$ cat src/rtl/add16u_err_monitor_if.sv
// Sample/control bundle between a characterisation driver and add16u_err_monitor.
// A sample transfers on a rising clk edge where in_valid && in_ready; in_ready comes from registered state only, and in_valid offered while in_ready is low is dropped, never buffered.
interface add16u_err_monitor_if #(
  parameter int W     = 16,
  parameter int CNT_W = 32,
  parameter int ACC_W = 48
) ();
  logic             start;
  logic [CNT_W-1:0] n_samples;
  logic             in_valid;
  logic             in_ready;
  logic [W-1:0]     in_a;
  logic [W-1:0]     in_b;
  logic [W:0]       in_approx;
  logic             busy;
  logic             done;
  logic [CNT_W-1:0] sample_cnt;
  logic [CNT_W-1:0] err_cnt;
  logic [W:0]       wce;
  logic [ACC_W-1:0] sae;
  logic [ACC_W-1:0] sse;

  modport master (
    output start, n_samples, in_valid, in_a, in_b, in_approx,
    input  in_ready, busy, done, sample_cnt, err_cnt, wce, sae, sse
  );

  modport slave (
    input  start, n_samples, in_valid, in_a, in_b, in_approx,
    output in_ready, busy, done, sample_cnt, err_cnt, wce, sae, sse
  );
endinterface

$ cat src/rtl/add16u_err_monitor.sv
// Error characterisation for a W-bit unsigned approximate adder: recomputes the exact sum
// and accumulates sample count, error count, worst-case error, saturating |err| and signed err sums.
module add16u_err_monitor #(
  parameter int W     = 16,
  parameter int CNT_W = 32,
  parameter int ACC_W = 48
) (
  input  logic                 clk,
  input  logic                 rst_n,
  add16u_err_monitor_if.slave  bus,
  output logic [1:0]           dbg_state
);

  typedef enum logic [1:0] {S_IDLE, S_RUN, S_DRAIN, S_DONE} state_t;

  localparam int SEXT_W = ACC_W + 1 - (W + 2);

  state_t state, state_nxt;
  logic   ready_c, busy_c, done_c;

  logic [CNT_W-1:0] n_lat;
  logic [CNT_W-1:0] accepted;
  logic             xfer;
  logic             start_ok;

  logic             s1_valid;
  logic [W-1:0]     s1_a;
  logic [W-1:0]     s1_b;
  logic [W:0]       s1_approx;

  logic [W:0]        exact_c;
  logic signed [W+1:0] err_c;
  logic signed [W+1:0] neg_err_c;
  logic [W:0]        abs_c;

  logic                s2_valid;
  logic signed [W+1:0] s2_err;
  logic [W:0]          s2_abs;

  logic [CNT_W-1:0] sample_cnt_q;
  logic [CNT_W-1:0] err_cnt_q;
  logic [W:0]       wce_q;
  logic [ACC_W-1:0] sae_q;
  logic [ACC_W-1:0] sse_q;
  logic             sae_sat;
  logic             sse_sat;

  logic [ACC_W:0]   sae_sum;
  logic [ACC_W:0]   sse_sum;

  assign xfer     = bus.in_valid & ready_c;
  assign start_ok = (state == S_IDLE) & bus.start;

  always_ff @(posedge clk or negedge rst_n) begin
    if (!rst_n) state <= S_IDLE;
    else        state <= state_nxt;
  end

  always_comb begin
    state_nxt = state;
    ready_c   = 1'b0;
    busy_c    = 1'b0;
    done_c    = 1'b0;
    case (state)
      S_IDLE: begin
        if (bus.start) state_nxt = (bus.n_samples == '0) ? S_DONE : S_RUN;
      end
      S_RUN: begin
        ready_c = 1'b1;
        busy_c  = 1'b1;
        if (bus.in_valid && (accepted == n_lat - CNT_W'(1))) state_nxt = S_DRAIN;
      end
      S_DRAIN: begin
        busy_c = 1'b1;
        if (!s1_valid && !s2_valid) state_nxt = S_DONE;
      end
      S_DONE: begin
        done_c    = 1'b1;
        state_nxt = S_IDLE;
      end
      default: state_nxt = S_IDLE;
    endcase
  end

  always_ff @(posedge clk or negedge rst_n) begin
    if (!rst_n) begin
      n_lat    <= '0;
      accepted <= '0;
    end else if (start_ok) begin
      n_lat    <= bus.n_samples;
      accepted <= '0;
    end else if (xfer) begin
      accepted <= accepted + CNT_W'(1);
    end
  end

  // S1: capture the accepted sample as-is.
  always_ff @(posedge clk or negedge rst_n) begin
    if (!rst_n) begin
      s1_valid  <= 1'b0;
      s1_a      <= '0;
      s1_b      <= '0;
      s1_approx <= '0;
    end else begin
      s1_valid <= xfer;
      if (xfer) begin
        s1_a      <= bus.in_a;
        s1_b      <= bus.in_b;
        s1_approx <= bus.in_approx;
      end
    end
  end

  // Error is computed one bit wider than the sum so approx-exact never wraps.
  assign exact_c   = {1'b0, s1_a} + {1'b0, s1_b};
  assign err_c     = $signed({1'b0, s1_approx}) - $signed({1'b0, exact_c});
  assign neg_err_c = -err_c;
  assign abs_c     = err_c[W+1] ? neg_err_c[W:0] : err_c[W:0];

  always_ff @(posedge clk or negedge rst_n) begin
    if (!rst_n) begin
      s2_valid <= 1'b0;
      s2_err   <= '0;
      s2_abs   <= '0;
    end else begin
      s2_valid <= s1_valid;
      if (s1_valid) begin
        s2_err <= err_c;
        s2_abs <= abs_c;
      end
    end
  end

  assign sae_sum = {1'b0, sae_q} + (ACC_W+1)'(s2_abs);
  assign sse_sum = {sse_q[ACC_W-1], sse_q} + {{SEXT_W{s2_err[W+1]}}, s2_err};

  // Sticky saturation: a clamped sum ignores later samples until the next start.
  always_ff @(posedge clk or negedge rst_n) begin
    if (!rst_n) begin
      sample_cnt_q <= '0;
      err_cnt_q    <= '0;
      wce_q        <= '0;
      sae_q        <= '0;
      sse_q        <= '0;
      sae_sat      <= 1'b0;
      sse_sat      <= 1'b0;
    end else if (start_ok) begin
      sample_cnt_q <= '0;
      err_cnt_q    <= '0;
      wce_q        <= '0;
      sae_q        <= '0;
      sse_q        <= '0;
      sae_sat      <= 1'b0;
      sse_sat      <= 1'b0;
    end else if (s2_valid) begin
      sample_cnt_q <= sample_cnt_q + CNT_W'(1);
      if (s2_err != '0) err_cnt_q <= err_cnt_q + CNT_W'(1);
      if (s2_abs > wce_q) wce_q <= s2_abs;
      if (!sae_sat) begin
        if (sae_sum[ACC_W]) begin
          sae_q   <= '1;
          sae_sat <= 1'b1;
        end else begin
          sae_q <= sae_sum[ACC_W-1:0];
        end
      end
      if (!sse_sat) begin
        if (sse_sum[ACC_W] != sse_sum[ACC_W-1]) begin
          sse_q   <= sse_sum[ACC_W] ? {1'b1, {(ACC_W-1){1'b0}}} : {1'b0, {(ACC_W-1){1'b1}}};
          sse_sat <= 1'b1;
        end else begin
          sse_q <= sse_sum[ACC_W-1:0];
        end
      end
    end
  end

  assign bus.in_ready   = ready_c;
  assign bus.busy       = busy_c;
  assign bus.done       = done_c;
  assign bus.sample_cnt = sample_cnt_q;
  assign bus.err_cnt    = err_cnt_q;
  assign bus.wce        = wce_q;
  assign bus.sae        = sae_q;
  assign bus.sse        = sse_q;
  assign dbg_state      = state;

endmodule

$ cat src/flat_wrapper.sv
// flat-port wrapper written by rule: the top's interface ports become plain ports
module add16u_err_monitor_flat 
#(
  parameter int W     = 16,
  parameter int CNT_W = 32,
  parameter int ACC_W = 48
)
  (clk, rst_n, dbg_state, bus_start, bus_n_samples, bus_in_valid, bus_in_a, bus_in_b, bus_in_approx, bus_in_ready, bus_busy, bus_done, bus_sample_cnt, bus_err_cnt, bus_wce, bus_sae, bus_sse);
  add16u_err_monitor_if #(.W(W), .CNT_W(CNT_W), .ACC_W(ACC_W)) bus_i ();
  input  logic clk;
  input  logic rst_n;
  output logic [1:0] dbg_state;
  input wire logic [$bits(bus_i.start)-1:0] bus_start;
  input wire logic [$bits(bus_i.n_samples)-1:0] bus_n_samples;
  input wire logic [$bits(bus_i.in_valid)-1:0] bus_in_valid;
  input wire logic [$bits(bus_i.in_a)-1:0] bus_in_a;
  input wire logic [$bits(bus_i.in_b)-1:0] bus_in_b;
  input wire logic [$bits(bus_i.in_approx)-1:0] bus_in_approx;
  output wire logic [$bits(bus_i.in_ready)-1:0] bus_in_ready;
  output wire logic [$bits(bus_i.busy)-1:0] bus_busy;
  output wire logic [$bits(bus_i.done)-1:0] bus_done;
  output wire logic [$bits(bus_i.sample_cnt)-1:0] bus_sample_cnt;
  output wire logic [$bits(bus_i.err_cnt)-1:0] bus_err_cnt;
  output wire logic [$bits(bus_i.wce)-1:0] bus_wce;
  output wire logic [$bits(bus_i.sae)-1:0] bus_sae;
  output wire logic [$bits(bus_i.sse)-1:0] bus_sse;
  assign bus_i.start = bus_start;
  assign bus_i.n_samples = bus_n_samples;
  assign bus_i.in_valid = bus_in_valid;
  assign bus_i.in_a = bus_in_a;
  assign bus_i.in_b = bus_in_b;
  assign bus_i.in_approx = bus_in_approx;
  assign bus_in_ready = bus_i.in_ready;
  assign bus_busy = bus_i.busy;
  assign bus_done = bus_i.done;
  assign bus_sample_cnt = bus_i.sample_cnt;
  assign bus_err_cnt = bus_i.err_cnt;
  assign bus_wce = bus_i.wce;
  assign bus_sae = bus_i.sae;
  assign bus_sse = bus_i.sse;
  add16u_err_monitor #(.W(W), .CNT_W(CNT_W), .ACC_W(ACC_W)) u_core (.clk(clk), .rst_n(rst_n), .bus(bus_i), .dbg_state(dbg_state));
endmodule
$ cat config.mk
export PLATFORM = sky130hd
export DESIGN_NAME = add16u_err_monitor_flat
export DESIGN_NICKNAME = d
export VERILOG_FILES = /design/src/rtl/add16u_err_monitor_if.sv /design/src/rtl/add16u_err_monitor.sv /design/src/flat_wrapper.sv
export SDC_FILE = /design/constraint.sdc
export NUM_CORES = 1
export LEC_CHECK = 0
export ABC_CLOCK_PERIOD_IN_PS = 4200
export CORE_MARGIN = 2
export CORE_UTILIZATION = 36
export DETAILED_ROUTE_END_ITERATION = 10
export PLACE_DENSITY_LB_ADDON = 0.12
export SLEW_MARGIN = 20
export SYNTH_ARGS = -nofsm -noshare
export SYNTH_HDL_FRONTEND = slang
export SYNTH_SLANG_ARGS = --single-unit
$ cat constraint.sdc
create_clock -name clk -period 4.2 [get_ports clk]
set_input_delay 1.26 -clock clk [delete_from_list [all_inputs] [get_ports clk]]
set_output_delay 1.26 -clock clk [all_outputs]
set_load 0.02 [all_outputs]
Yosys cells after proc, flatten, opt, wreduce, memory -nomap -nowiden:

Cells that the tools add are included.

* flip-flop bits (word level): 331
* output and inout bits: 182
* logic and storage cells: 92

* $add $sub $neg: 9
* $lt $le $gt $ge: 1
* equal/unequal tests: 10
* mux-type cells: 36
* bitwise gates (word level): 2
* reductions and logical operators: 17

Operator list (count)
* 2-to-1 mux 48 bit: 9
* 2-to-1 mux 32 bit: 7
* adder 32 x 1 -> 32 bit, second input constant: 3
* 2-to-1 mux 17 bit: 4
* adder 48 x 17 -> 49 bit: 1
* adder 48 x 18 -> 49 bit: 1
* equality test 32 bit: 1
* zero test 32 bit: 1
* subtractor 32 x 1 -> 32 bit, second input constant: 1
* nonzero test 18 bit: 1
* subtractor 17 x 17 -> 18 bit: 1
* adder 16 x 16 -> 17 bit: 1
* greater-than comparator 17 bit: 1
* negator 17 bit: 1
* 2-to-1 mux 1 bit: 11
* 2-to-1 mux 2 bit: 4
* != test 2 x 1 -> 1 bit, second input constant: 4
* one-hot mux 2 bit (4 select lines): 1
* AND reduction 2 bit: 4
* nonzero test 2 bit: 4
* equality test 2 bit, second input constant: 2
* AND reduction 3 bit: 1
* bitwise AND 1 bit: 2
* equality test 2 x 1 -> 1 bit, second input constant: 1
* 6 further kinds: 8

Logic depth before layout (Yosys ltp):

* word-level depth: 6
* mapped depth: 15

Worst setup path before layout:

OpenSTA, ideal clock, no wires.

* kind: register to register
* from: reg u_core.s2_err[17]
* to: reg u_core.sse_q[18], in the netlist u_core.bus.sse[18]
* setup time: 0.068 ns
* arrival: 3.713 ns
* slack: 0.420 ns
* stages on the path, launching flop included: 14
* clock period less this slack: 3.780 ns
* cell sequence: dfrtp_1 ha_1 clkbuf_1 a21o_1 o21bai_1 a221oi_1 o21a_1 o211ai_1 a41o_1 o21a_1 nor3_1 clkbuf_1 a32oi_1 nand2_1

* cells in the longest elaborated chain, start to end: 6
* elaborated cells between the ends (all ways): 7
* those cells by class: add/sub (1); eq/ne (1); mux (5)

Ends and longest elaborated chain
* from (decl): RTL line add16u_err_monitor.sv:37 `logic signed [W+1:0] s2_err;`
* from (signal assigned): RTL line add16u_err_monitor.sv:128 `s2_err <= err_c;`
* adder 48 x 18 -> 49 bit (*): RTL line add16u_err_monitor.sv:135 `assign sse_sum = {sse_q[ACC_W-1], sse_q} + {{SEXT_W{s2_err[W+1]}}, s2_err};`
* 2-to-1 mux 48 bit or != test 1 bit (tied branches): RTL line add16u_err_monitor.sv:169, add16u_err_monitor.sv:168
* 2-to-1 mux 48 bit (*): RTL line add16u_err_monitor.sv:168 `if (sse_sum[ACC_W] != sse_sum[ACC_W-1]) begin`
* 2-to-1 mux 48 bit (*): RTL line add16u_err_monitor.sv:167 `if (!sse_sat) begin`
* 2-to-1 mux 48 bit (*): RTL line add16u_err_monitor.sv:155 `end else if (s2_valid) begin`
* 2-to-1 mux 48 bit (*): RTL line add16u_err_monitor.sv:147 `end else if (start_ok) begin`
* to (signal assigned): RTL line add16u_err_monitor.sv:169 `sse_q <= sse_sum[ACC_W] ? {1'b1, {(ACC_W-1){1'b0}}} : {1'b0, {(ACC_W-1){1'b1}}};`
* to (signal assigned): RTL line add16u_err_monitor.sv:172 `sse_q <= sse_sum[ACC_W-1:0];`
* to (decl): RTL line add16u_err_monitor.sv:44 `logic [ACC_W-1:0] sse_q;`

Mark *: on every way between the ends. The rest lies on a longest branch, timed or not. The select of a mux whose other input is x is not followed.
A chain may end at the register's enable or synchronous reset.

==> summary.md <==
Root cell of the clock tree: clkbuf_16. The logs give 17.80k for the via count of the first global-routing pass and 87 for the count of standard-cell rows. Traced cell by cell, the critical path runs through ha_1, fa_1, a211oi_1, o211ai_1, a311oi_1, buf_4, a21oi_1, o41ai_1, buf_4, a21oi_1, a211oi_1, xnor2_1, o21ai_1, a22o_1. For this run, design rule violations remaining after detail routing come to 0. The largest single stage delay on the critical path is 0.50 ns.

The combined area of all synthesized cells came out at 20420 um^2. In this run the number of cells on the critical path is 14. The detail route stage leaves a number of antenna-violating nets equal to 0. The count of antenna diodes in the layout was 0; the count of buffer and inverter cells on the critical path was 2. The worst path in the final design needs a cycle of 3.914 ns, including I/O delays and setup.

The worst slack at placement was 0.1162 ns; the synthesized instance count was 2302. The critical path arrival came out at 4.37 ns. The critical path in this run is classified as register to register. The run gives 0 as the number of max-slew violations in the final report. At the later pin of the worst-skew pair, clock insertion delay measures 0.57 ns. The tools report the initial standard-cell utilization of the core as 0.3628. Clock-pin slew was measured on the worst setup and hold paths at 0.06 ns.

The clock drives 330 sinks. The logs give 0.516 for the share of power burned in combinational logic and 0 for the post-CTS setup buffer count. 267 I/O pins were placed. Flip-flop and latch count after synthesis: 330.

The run finished with clean final reports. For the pin with the worst max-slew slack, the measured transition is 1.041 ns. In this run the standard cell core region covers 56280 um^2. In this run the deepest clock path goes through 3 buffers. At the end of the flow, the number of nets in the layout was 2786.

The pin count of the biggest net entering global routing was 161; the maximum fanout encountered on the critical timing path was 5. The number of port buffers was 266; the worst-case setup margin in the final layout was 0.2859 ns. The die is 242.2 um wide.

The final cycle utilization of the critical path is 0.9319, and the internal power is 9.719 mW. The area growth from synthesis to layout is 24.96%. The first global-routing pass estimated 97500 um of wire. The H-tree was split into 2 levels. The per-cell routed wire length was 18.12 um; the relative slew slack was 0.3056. The tools report the placed wire-length estimate after detailed placement as 44820 um. The share of synthesized flip-flops with an asynchronous set or reset is 1.000, and the leakage power is 11.21 nW. The proportion of total power due to net switching came out at 0.4231. The total negative slack for setup checks was 0 ns. The initial antenna violation count is 0, and the total congestion overflow after global routing is 0. Among all flip-flop cells after synthesis, the most frequent one is dfrtp_1. For this run, the top clock speed supported by timing is 255.5 MHz. The layout has 5495 filler cells. For this block, the initial DRC count from the detailed router was 989.

TritonCTS built the clock tree. Xor-xnor portion of the synthesized cell area: 0.08836. STA classifies the critical path startpoint as a register. The required time at the worst-slack endpoint came out at 4.65 ns.

Kind of end point of the critical path: a register. The share of cell area taken by muxes after synthesis is 0.02059. The sequential cell area fraction in the yosys report came out at 0.4044. Sequential cell area in the final layout: 8259 um^2. On the critical path, the stage with the largest delay is an instance of dfrtp_1.

For the multi-input logic area, the log shows 11470 um^2. Synthesis produced a netlist with a net count of 2514. Setup repair after global routing left no endpoint under its margin. In this run the power density over the cells is 660.3 nW/um^2.

The die covers 58640 um^2. The analysis attributes to net switching a power of 7.129 mW. The first TritonRoute pass finished after 5 iterations. Gates resized during post-CTS repair numbered 0. The total of hold buffers inserted after clock tree synthesis was 0.

The finished layout holds 3359 standard cells, fillers aside. The total global-route track usage is 0.2043, and the count of synthesis-stage warnings from yosys is 0. The ratio of cells with drive above 1 in the final layout works out to 0.06070. In this run the worst hold path is classified as register to register. The cell class contributing the biggest share of worst-path delay is compound AO/OA/AOI/OAI gates. The mean instance size in the synthesized netlist is 8.870 um^2.

The number of failing hold endpoints at the final stage was 0. The die height is 242.2 um. The fraction of the mapped netlist area in compound gates came out at 0.1686.

The tool flagged a number of max-cap violations equal to 0. The count of unique library cells instantiated by Yosys came out at 76. The logic depth of the worst register-to-register path works out to 14. Dividing the detail-routed via count by the number of cells gives 5.311. The main combinational cell family by area after synthesis is simple AND/OR/NAND/NOR gates. The number of CTS-inserted buffers was 41; the post-synthesis adder-cell area fraction was 0.08444. Detailed routing inserted a total of 17.84k vias.

Along the worst hold path, the cell count comes to 2. Between clock sinks in the finished design, the worst skew comes to 0.009568 ns. After detailed routing, the total wire length is 60880 um. For the power share of the clock group, the log shows 0.210. The congestion estimate from routability-driven global placement came to 0.9014. Total of endpoints with negative setup slack in the final report: 0. The fraction of power consumed by sequential logic is 0.274. IR analysis of the VDD net gives a maximum drop of 552.9 uV.

The number of flops mapped to enable cells by yosys came out at 0. The simple-gate share of the synthesized area is 0.1986, and the cell count after placement is 3287.
## layout by cell type (no fill, tap or decap), types with 21 or more instances in the layout
master	synthesis	routed
a21o_1	35	35
clkdlybuf4s50_1	0	265
ha_1	109	109
a21oi_1	143	142
nand3_1	54	54
o211ai_1	32	32
o21ai_0	129	129
inv_1	97	96
nor2_1	223	222
nor4_1	24	24
or3_1	28	28
a221o_1	24	24
nand2_1	323	322
nor3_1	48	47
dfrtp_1	330	329
a211oi_1	21	21
xor2_1	102	102
and3_1	32	32
clkbuf_16	0	42
mux2i_1	24	24
a31oi_1	32	32
buf_4	0	48
xnor2_1	104	104
nand4_1	49	49
## power groups by stage
stage          clock network, mW  logic, mW  registers [mW]
2_1_floorplan                  0       5.51            4.83
3_3_place_gp                   0       8.57            4.67
3_5_place_dp                   0       8.62            4.67
4_1_cts                     3.65       8.69            4.63
5_1_grt                     3.78       9.60            4.70
6_report                    3.55       8.69            4.61
## worst min-delay path, cell delays in order, from the launching register on
cell	delay, ns
dfrtp_1	0.35
nand2_1	0.05
nand2_1	0.06
## metrics by stage
stage	instance area, um^2	utilization	hold slack (ns)	total power, mW
after floorplan	20420	-	0.3519	10.34
after global placement	24180	0.4297	0.4747	13.24
after detailed placement	24180	0.4297	0.4759	13.29
after CTS	25520	0.4534	0.4942	16.97
after global routing	25520	0.4534	0.5087	18.08
final	25520	0.4534	0.4869	16.85
## area by class of cell
class | count | area share
clock buffers | 57 | 0.04654
clock inverters | 15 | 0.005688
inverters | 97 | 0.01427
multi-input cells | 1784 | 0.4494
flip-flops and latches | 330 | 0.3237
well taps | 756 | 0.03707
repair buffers | 320 | 0.1234
## cells in the mapped netlist (4+ instances only)
| cell type | n | area, um^2 |
|---|---|---|
| dfrtp_1 | 330 | 8258 |
| nand2_1 | 323 | 1212 |
| nor2_1 | 223 | 837.1 |
| a21oi_1 | 143 | 715.7 |
| o21ai_0 | 129 | 645.6 |
| ha_1 | 109 | 1364 |
| xnor2_1 | 104 | 910.9 |
| xor2_1 | 102 | 893.4 |
| inv_1 | 97 | 364.1 |
| clkbuf_1 | 82 | 307.8 |
| nand3_1 | 54 | 270.3 |
| nand4_1 | 49 | 306.5 |
| nor3_1 | 48 | 240.2 |
| a21o_1 | 35 | 262.8 |
| a31oi_1 | 32 | 200.2 |
| and3_1 | 32 | 200.2 |
| o211ai_1 | 32 | 240.2 |
| or3_1 | 28 | 175.2 |
| a221o_1 | 24 | 240.2 |
| mux2i_1 | 24 | 240.2 |
| nor4_1 | 24 | 150.1 |
| a211oi_1 | 21 | 157.7 |
| nor2b_1 | 19 | 118.9 |
| fa_1 | 18 | 360.4 |
| o21ai_1 | 18 | 90.09 |
| and2_1 | 17 | 106.4 |
| mux2_2 | 15 | 168.9 |
| o21a_1 | 15 | 112.6 |
| o21bai_1 | 14 | 105.1 |
| a311oi_1 | 10 | 87.58 |
| nand2b_1 | 10 | 62.56 |
| and4_1 | 9 | 78.83 |
| o31ai_1 | 9 | 67.56 |
| or4_1 | 8 | 60.06 |
| a211o_1 | 7 | 61.31 |
| buf_1 | 7 | 26.28 |
| a221oi_1 | 5 | 43.79 |
| a32oi_1 | 4 | 35.03 |
| or2_1 | 4 | 25.02 |
| or2_2 | 4 | 25.02 |
## sequential cells by signal, indices dropped and copies added (netlist names)
name and cells:
u_core.sae_sat 1, u_core.s1_b 16, u_core.s1_approx 17, u_core.s2_err 17, u_core.accepted 32, u_core.bus.sse 48, u_core.bus.sample_cnt 32, u_core.bus.sae 48
u_core.sse_sat 1, u_core.s1_a 16, u_core.s2_valid 1, u_core.n_lat 32, u_core.bus.wce 17, u_core.s2_abs 17, u_core.bus.err_cnt 32, u_core.s1_valid 1
u_core.dbg_state 2
## kinds of logic after synthesis
family,after synthesis
DFF,330
and+or+nand+nor,871
xor gates and xnor gates,206
AOI/OAI and AO/OA,540
buffers and inverters,188
adders and majority gates,127
muxes,40
## layer usage
metal  global-route usage  vias to the layer above  wire length (um)
met4              0.06391                        0              1803
li1                     -                     8718                 -
met2               0.3443                      349             28870
met5                    0                        -                 0
met1               0.2668                     8685             27450
met3              0.03622                       89              2749
## final timing paths
path                       slack (ns)                 start                   endpoint
min                              0.49  u_core.s1_approx[16]       u_core.s1_approx[16]
max reg2reg                      0.29      u_core.s2_abs[0]         u_core.bus.sse[46]
max in group asynchronous        2.66                 rst_n  u_core.bus.sample_cnt[15]
min in group asynchronous        0.67                 rst_n         u_core.bus.sae[44]
max                              0.29      u_core.s2_abs[0]         u_core.bus.sse[46]
min reg2reg                      0.49  u_core.s1_approx[16]       u_core.s1_approx[16]
Power figures use the tool's default switching activity.
